==> src/rtl/mem_dump_unit_if.sv <==
// Bus bundle for mem_dump_unit: the data-memory read port and the dump
// word stream toward the sink.
//   mem_rd_en  : read strobe into the data memory
//   mem_addr   : read address
//   mem_rdata  : read data, valid one cycle after mem_rd_en
//   dump_valid : a dump word is presented
//   dump_ready : sink accepts the presented word
//   dump_addr  : address of the presented word
//   dump_data  : presented word
// master = dump unit side, slave = memory/sink side.
interface mem_dump_unit_if #(
   parameter int DATA_W = 16,
   parameter int ADDR_W = 8
);
   logic              mem_rd_en;
   logic [ADDR_W-1:0] mem_addr;
   logic [DATA_W-1:0] mem_rdata;
   logic              dump_valid;
   logic              dump_ready;
   logic [ADDR_W-1:0] dump_addr;
   logic [DATA_W-1:0] dump_data;

   modport master (
      output mem_rd_en, mem_addr,
      input  mem_rdata,
      output dump_valid, dump_addr, dump_data,
      input  dump_ready
   );

   modport slave (
      input  mem_rd_en, mem_addr,
      output mem_rdata,
      input  dump_valid, dump_addr, dump_data,
      output dump_ready
   );
endinterface

==> src/rtl/mem_dump_unit.sv <==
// Memory dump unit: on a rising edge of the CPU halt flag, reads word_count
// words from the data memory starting at base_addr and presents each as a
// valid/ready transfer with its address.
//   clk        : clock, rising edge
//   n_rst      : asynchronous active-low reset
//   halt       : CPU halt flag; 0->1 starts a dump, 1->0 aborts/clears done
//   base_addr  : first address, sampled on the start edge
//   word_count : words to dump (clamped to 2^ADDR_W), sampled on start edge
//   dump_done  : dump complete, held until halt drops
//   bus        : memory read port and dump stream (master side)
module mem_dump_unit #(
   parameter int DATA_W = 16,
   parameter int ADDR_W = 8
) (
   input  logic              clk,
   input  logic              n_rst,
   input  logic              halt,
   input  logic [ADDR_W-1:0] base_addr,
   input  logic [ADDR_W:0]   word_count,
   output logic              dump_done,
   mem_dump_unit_if.master   bus
);

   typedef enum logic [2:0] {IDLE, READ, WAIT, SEND, DONE} state_t;

   localparam logic [ADDR_W:0] MAX_CNT = {1'b1, {ADDR_W{1'b0}}};
   localparam logic [ADDR_W:0] ONE     = {{ADDR_W{1'b0}}, 1'b1};

   state_t            state;
   logic              halt_q;
   logic [ADDR_W-1:0] ptr;
   logic [ADDR_W:0]   remaining;
   logic              start;
   logic [ADDR_W:0]   count_clamped;

   // halt_q resets to 0, so a halt already high at reset release starts a dump
   assign start = halt & ~halt_q;

   // More than 2^ADDR_W words would revisit addresses; cap at one full sweep
   assign count_clamped = (word_count > MAX_CNT) ? MAX_CNT : word_count;

   always_ff @(posedge clk or negedge n_rst) begin
      if (!n_rst) begin
         state          <= IDLE;
         halt_q         <= 1'b0;
         ptr            <= '0;
         remaining      <= '0;
         dump_done      <= 1'b0;
         bus.mem_rd_en  <= 1'b0;
         bus.mem_addr   <= '0;
         bus.dump_valid <= 1'b0;
         bus.dump_addr  <= '0;
         bus.dump_data  <= '0;
      end else begin
         halt_q <= halt;
         case (state)
            IDLE: begin
               if (start) begin
                  ptr <= base_addr;
                  if (count_clamped == '0) begin
                     dump_done <= 1'b1;
                     state     <= DONE;
                  end else begin
                     remaining     <= count_clamped;
                     bus.mem_rd_en <= 1'b1;
                     bus.mem_addr  <= base_addr;
                     state         <= READ;
                  end
               end
            end
            READ: begin
               bus.mem_rd_en <= 1'b0;
               state         <= halt ? WAIT : IDLE;
            end
            WAIT: begin
               if (!halt) begin
                  state <= IDLE;
               end else begin
                  bus.dump_data  <= bus.mem_rdata;
                  bus.dump_addr  <= ptr;
                  bus.dump_valid <= 1'b1;
                  state          <= SEND;
               end
            end
            SEND: begin
               if (!halt) begin
                  // abort: the dump is discarded, pointer state is reloaded on restart
                  bus.dump_valid <= 1'b0;
                  state          <= IDLE;
               end else if (bus.dump_ready) begin
                  bus.dump_valid <= 1'b0;
                  ptr            <= ptr + 1'b1;
                  remaining      <= remaining - ONE;
                  if (remaining == ONE) begin
                     dump_done <= 1'b1;
                     state     <= DONE;
                  end else begin
                     bus.mem_rd_en <= 1'b1;
                     bus.mem_addr  <= ptr + 1'b1;
                     state         <= READ;
                  end
               end
            end
            DONE: begin
               if (!halt) begin
                  dump_done <= 1'b0;
                  state     <= IDLE;
               end
            end
            default: state <= IDLE;
         endcase
      end
   end

endmodule

==> src/flat_wrapper.sv <==
// flat-port wrapper written by rule: the top's interface ports become plain ports
module mem_dump_unit_flat 
#(
   parameter int DATA_W = 16,
   parameter int ADDR_W = 8
)
  (clk, n_rst, halt, base_addr, word_count, dump_done, bus_mem_rd_en, bus_mem_addr, bus_mem_rdata, bus_dump_valid, bus_dump_addr, bus_dump_data, bus_dump_ready);
  mem_dump_unit_if #(.DATA_W(DATA_W), .ADDR_W(ADDR_W)) bus_i ();
  input  logic clk;
  input  logic n_rst;
  input  logic halt;
  input  logic [ADDR_W-1:0] base_addr;
  input  logic [ADDR_W:0] word_count;
  output logic dump_done;
  output wire logic [$bits(bus_i.mem_rd_en)-1:0] bus_mem_rd_en;
  output wire logic [$bits(bus_i.mem_addr)-1:0] bus_mem_addr;
  input wire logic [$bits(bus_i.mem_rdata)-1:0] bus_mem_rdata;
  output wire logic [$bits(bus_i.dump_valid)-1:0] bus_dump_valid;
  output wire logic [$bits(bus_i.dump_addr)-1:0] bus_dump_addr;
  output wire logic [$bits(bus_i.dump_data)-1:0] bus_dump_data;
  input wire logic [$bits(bus_i.dump_ready)-1:0] bus_dump_ready;
  assign bus_mem_rd_en = bus_i.mem_rd_en;
  assign bus_mem_addr = bus_i.mem_addr;
  assign bus_i.mem_rdata = bus_mem_rdata;
  assign bus_dump_valid = bus_i.dump_valid;
  assign bus_dump_addr = bus_i.dump_addr;
  assign bus_dump_data = bus_i.dump_data;
  assign bus_i.dump_ready = bus_dump_ready;
  mem_dump_unit #(.DATA_W(DATA_W), .ADDR_W(ADDR_W)) u_core (.clk(clk), .n_rst(n_rst), .halt(halt), .base_addr(base_addr), .word_count(word_count), .dump_done(dump_done), .bus(bus_i));
endmodule
==> config.mk <==
export PLATFORM = sky130hd
export DESIGN_NAME = mem_dump_unit_flat
export DESIGN_NICKNAME = d
export VERILOG_FILES = /design/src/rtl/mem_dump_unit_if.sv /design/src/rtl/mem_dump_unit.sv /design/src/flat_wrapper.sv
export SDC_FILE = /design/constraint.sdc
export NUM_CORES = 1
export LEC_CHECK = 0
export CAP_MARGIN = 20
export CORE_UTILIZATION = 40
export CTS_CLUSTER_DIAMETER = 30
export DETAILED_ROUTE_END_ITERATION = 10
export PLACE_DENSITY = 0.7
export SLEW_MARGIN = 40
export SYNTH_ARGS = -nofsm -noshare
export SYNTH_HDL_FRONTEND = slang
export SYNTH_SLANG_ARGS = --single-unit
==> constraint.sdc <==
create_clock -name clk -period 2 [get_ports clk]
set_input_delay 0.6 -clock clk [delete_from_list [all_inputs] [get_ports clk]]
set_output_delay 0.6 -clock clk [all_outputs]
set_load 0.01 [all_outputs]
After elaboration in Yosys (flattened, before gate mapping)
Index checks and enable logic that the tools add are counted.
Widths: inputs -> output; s select.
- register bits: 56
- input bits: 37
- output and inout bits: 35
- word-level logic and storage cells: 86
- add/sub/neg operators: 2
- $lt $le $gt $ge: 1
- equality and inequality tests: 15
- muxes and demuxes: 42
- bitwise operators: 2
- reductions and logical operators: 14
- operators with widths (operator ; number):
    $mux 8 ; 8
    $mux 9 ; 5
    $pmux 8 s2 ; 2
    $mux 3 ; 6
    $pmux 9 s2 ; 1
    $pmux 3 s5 ; 1
    $mux 1 ; 14
    $ne 2x2->1 const B ; 6
    $reduce_and 6->1 ; 2
    $eq 9x1->1 const B ; 1
    $gt 9x9->1 const B ; 1
    $logic_not 9->1 ; 1
    $sub 9x1->9 const B ; 1
    $add 8x1->8 const B ; 1
    $reduce_and 7->1 ; 1
    $eq 3x2->1 const B ; 2
    $ne 2x1->1 const B ; 3
    $pmux 1 s3 ; 2
    $reduce_and 3->1 ; 2
    $reduce_bool 3->1 ; 2
    $reduce_and 5->1 ; 1
    $mux 2 ; 2
    $reduce_and 4->1 ; 1
    $reduce_bool 2->1 ; 2
    8 further kinds ; 8

Longest topological paths before layout
- word-level depth: 6
- gate-level depth with buffers: 7

Worst setup path before layout
OpenSTA, ideal clock, no wires.
- kind: reg-to-reg
- start: register u_core.remaining[0]
- end: register u_core.remaining[6]
- arrival time: 1.682 ns
- setup slack: 0.188 ns
- stages on the path, launching flop included: 7
- period minus slack after synthesis: 1.812 ns
- cells stage by stage: dfrtp_1 -> inv_1 -> ha_1 -> or4b_2 -> o21ai_0 -> nor3b_1 -> o22ai_1
- longest elaborated chain between the ends: 4
- ends and longest elaborated chain (what ; RTL line ; RTL):
    from (decl) ; mem_dump_unit.sv:32 ; logic [ADDR_W:0] remaining;
    from (signal assigned) ; mem_dump_unit.sv:64 ; remaining <= count_clamped;
    from (signal assigned) ; mem_dump_unit.sv:93 ; remaining <= remaining - ONE;
    $sub 9x1->9 ; mem_dump_unit.sv:93 ;
    $mux 9 ; mem_dump_unit.sv:90 ; end else if (bus.dump_ready) begin
    $mux 9 ; mem_dump_unit.sv:86 ; if (!halt) begin
    $pmux 9 s2 ; mem_dump_unit.sv:56 ; case (state)
No other way between the ends. The select of a mux whose other input is x is not followed.
A chain may end at the register's enable or synchronous reset.

Worst setup path in the final report
- start: input bus_dump_ready
- end: register u_core.ptr[6]
- longest elaborated chain between the ends: 2
- ends and longest elaborated chain (what ; RTL line ; RTL):
    from (decl) ; flat_wrapper.sv:21 ; input wire logic [$bits(bus_i.dump_ready)-1:0] bus_dump_ready;
    $ne 2x2->1 (no line) ; -- ;
    $reduce_and 4->1 (no line) ; -- ;
    to (signal assigned) ; mem_dump_unit.sv:59 ; ptr <= base_addr;
    to (signal assigned) ; mem_dump_unit.sv:92 ; ptr <= ptr + 1'b1;
    to (decl) ; mem_dump_unit.sv:31 ; logic [ADDR_W-1:0] ptr;
No other way between the ends.

==> metrics.cfg <==
[run_status]
status = finished, final reports clean

[global_routing]
grt_overflow = 0
antenna_found_initial = 0
first_global_vias = 2346
grtUsageTotal = 0.193
grt_pass1_wl_um = 11200
grt_max_degree = 26

[yosys]
syn-num-nets = 299
yosysWarnings = 0
synth_area_leaders = dfrtp_1 50%, mux2_2 13%, o21ai_0 3.0%, nor2_1 2.5%, a21oi_1 2.3%
synth-seq-area-share = 0.501
synthDistinctLibCells = 49
yosysTopAreaCell = dfrtp_1
ys_ff_latch = 56
syn_inst = 259
synthesis.area_um2 = 2800
yosysTopAreaCellShare = 0.501
syn_avg_cell_area_um2 = 10.8

[timing]
fmax_mhz = 516
maxSlewViolCount = 0
hold_viol_final = 0
skew_ns = 0.00727
slew_headroom = 0.693
timing.final.crit_period_ns = 1.94
final-setup-viol-count = 0
finalCritPeriodShare = 0.969
grt_setup_unrepaired = no
tightest_slew_ns = 0.460

[clocking]
numCtsBuffers = 5
clk-insertion-delay-late_ns = 0.31
cts_max_path_buffers = 2
cts_sinks = 56
clk_pin_slew_ns = 0.10
cts_hold_buf = 0
cts_tree = built
root_buffer = clkbuf_8
cts_max_level = 2

[power_and_ir_drop]
leakage_nw = 1.63
p_switching_w = 0.00183
p_int_w = 0.00333
seqPwrFrac = 0.405
peakVddDrop_mv = 0.641
pwr-share-comb = 0.472
pwr-share-clk = 0.122
swShare = 0.355
p_per_area_nw_per_um2 = 1340

[hold_path]
hold_path_class = primary input to async pin

[cells_and_area]
area_delta_synth_final_pct = 37.9
fin_util = 0.571
final_area_um2 = 3860
nets = 386
fillers = 592
layout-drive-gt1-share = 0.222
antenna_cells = 0

[job]
maxCapViolations = 0

[placement]
dp_hpwl_um = 4760
finalWeightedCongestion = 0.802
io_buffers = 71
post_dp_cell_area_um2 = 3720

[setup_path]
critPathArrivalTime_ns = 2.14
crit_type = primary input to flop
required_ns = 2.20
crit_path_cell_trace = clkdlybuf4s50_1, and3_1, o21ai_2, buf_4, inv_1, mux2_2
critPathMaxStageDelay_ns = 0.44
critPathSlowestCell = clkdlybuf4s50_1
crit_buf_inv = 3
critPathLaunchType = primary input
crit_fanout = 8
crit_cells = 6
reg2reg_depth = 6
end_kind = flop
crit_family = buffers and inverters

[floorplanning]
io_pins = 72
core_um2 = 6760
initial_core_util = 0.414
die_area_um2 = 7330
dieWidth_um = 85.6
die_h_um = 85.6
fp-row-count = 30

[detailed_routing]
vias = 2296
drtIter0Drc = 65
post-route-drc-count = 0
wl_um = 6590
wire_per_inst_um = 15.4
first_pass_iters = 4
via_per_inst = 5.38
antenna_left = 0

## worst reg2reg max path: cells and delay by family (launching register included)
| family | cells | cell delay [ns] |
|---|---|---|
| AND/OR/NAND/NOR | 2 | 0.80 |
| adder cells (fa/ha/maj) | 1 | 0.16 |
| flip-flops | 1 | 0.43 |
| AO/OA/AOI/OAI | 2 | 0.25 |
| buffers and inverters | 1 | 0.09 |
## power groups by stage
stage	clock, W	combinational [W]	sequential [W]
after CTS	0.000659	0.00246	0.00209
after global placement	0	0.00239	0.00209
after detailed placement	0	0.00244	0.00210
after global routing	0.000705	0.00265	0.00218
final	0.000631	0.00244	0.00209
after floorplan	0	0.00115	0.00216
## per-layer routing
metal  up-vias  track usage  share of wire
met5         -            0              0
met4         0       0.0561          0.011
met3         7       0.0337          0.028
met2        51        0.332           0.51
met1      1121        0.251           0.46
li1       1117            -              -
## state kept, by name (all words and copies together), names as in the netlist
| signal | cells |
|---|---|
| u_core.bus.dump_data | 16 |
| u_core.bus.mem_rd_en | 1 |
| u_core.state | 3 |
| u_core.ptr | 8 |
| u_core.remaining | 9 |
| u_core.halt_q | 1 |
| u_core.bus.dump_addr | 8 |
| u_core.bus.mem_addr | 8 |
| u_core.bus.dump_valid | 1 |
| u_core.dump_done | 1 |
## per-stage QoR
| step | setup slack [ns] | TNS, ns | power, W | cells | hold WS (ns) |
|---|---|---|---|---|---|
| global placement | -0.417 | -13.92 | 0.00448 | 418 | 0.489 |
| detailed placement | -0.468 | -14.72 | 0.00454 | 418 | 0.494 |
| finish | 0.0625 | 0 | 0.00516 | 427 | 0.219 |
| floorplan | 0.188 | 0 | 0.00331 | 259 | 0.304 |
| CTS | 0.0214 | 0 | 0.00521 | 427 | 0.225 |
| global route | 0.0125 | 0 | 0.00553 | 427 | 0.239 |
## cells by family after synthesis
| family | after synthesis | synth area share |
|---|---|---|
| DFF | 56 | 0.501 |
| buffers and inverters | 25 | 0.0429 |
| and+or+nand+nor | 77 | 0.154 |
| AOI/OAI and AO/OA | 57 | 0.129 |
| adders and majority gates | 3 | 0.0134 |
| xor gates and xnor gates | 4 | 0.0125 |
| muxes | 37 | 0.147 |
## cell usage after synthesis, drive strengths merged
library cell / count
o22ai: 3
mux2i: 4
xnor2: 3
xor2: 1
a21o: 1
o31ai: 4
nand2: 11
nand3b: 2
nor4: 4
or3: 3
dfrtp: 56
and4b: 2
a211oi: 2
nor2: 19
nor3b: 4
and4: 2
buf: 12
a2bb2oi: 2
o22a: 1
a22o: 2
a22oi: 1
a21oi: 13
nand4: 2
mux2: 33
and2: 1
o21ai: 18
nor3: 10
a31oi: 5
clkbuf: 4
ha: 3
nand2b: 3
nand3: 6
or2: 2
or4b: 1
a32oi: 1
inv: 9
and3b: 1
o32a: 3
nor2b: 2
o31a: 1
and3: 2
## final timing paths
| check | from | slack [ns] | to |
|---|---|---|---|
| setup / recovery | bus_dump_ready | 0.06 | u_core.ptr[6]$_DFFE_PN0P_ |
| min in group clk | u_core.bus.dump_data[5]$_DFFE_PN0P_ | 0.51 | u_core.bus.dump_data[5]$_DFFE_PN0P_ |
| setup reg to reg | u_core.remaining[0]$_DFFE_PN0P_ | 0.15 | u_core.remaining[6]$_DFFE_PN0P_ |
| hold / removal | n_rst | 0.22 | u_core.remaining[4]$_DFFE_PN0P_ |
| max in group asynchronous | n_rst | 1.17 | u_core.bus.dump_addr[4]$_DFFE_PN0P_ |
| hold reg to reg | u_core.bus.dump_data[5]$_DFFE_PN0P_ | 0.51 | u_core.bus.dump_data[5]$_DFFE_PN0P_ |
## area by class of cell
type,instances,area [um2],share of cell area
Timing Repair Buffer,96,928,0.241
Clock buffer,6,72.6,0.0188
Multi-Input combinational cell,178,1310,0.339
Clock inverter,2,16.3,0.00422
Tap cell,80,100,0.0259
Sequential cell,56,1400,0.363
Inverter,9,33.8,0.00875
## cell usage in the layout (no fill, tap or decap), drive strengths merged, types with 9 or more instances in the layout
master and count:
clkdlybuf4s50 62, dfrtp 56, mux2 33, buf 26, nor2 19, o21ai 18
a21oi 13, nand2 11, nor3 10, inv 9
## timing repair
item,CTS,global route
pin swaps,4,2
endpoints found under the setup margin,18,43
gates resized for setup,10,5
buffers inserted,1,0
hold endpoints to repair,0,0
cloned,0,0
No activity file was read; power rests on OpenSTA's default activity.
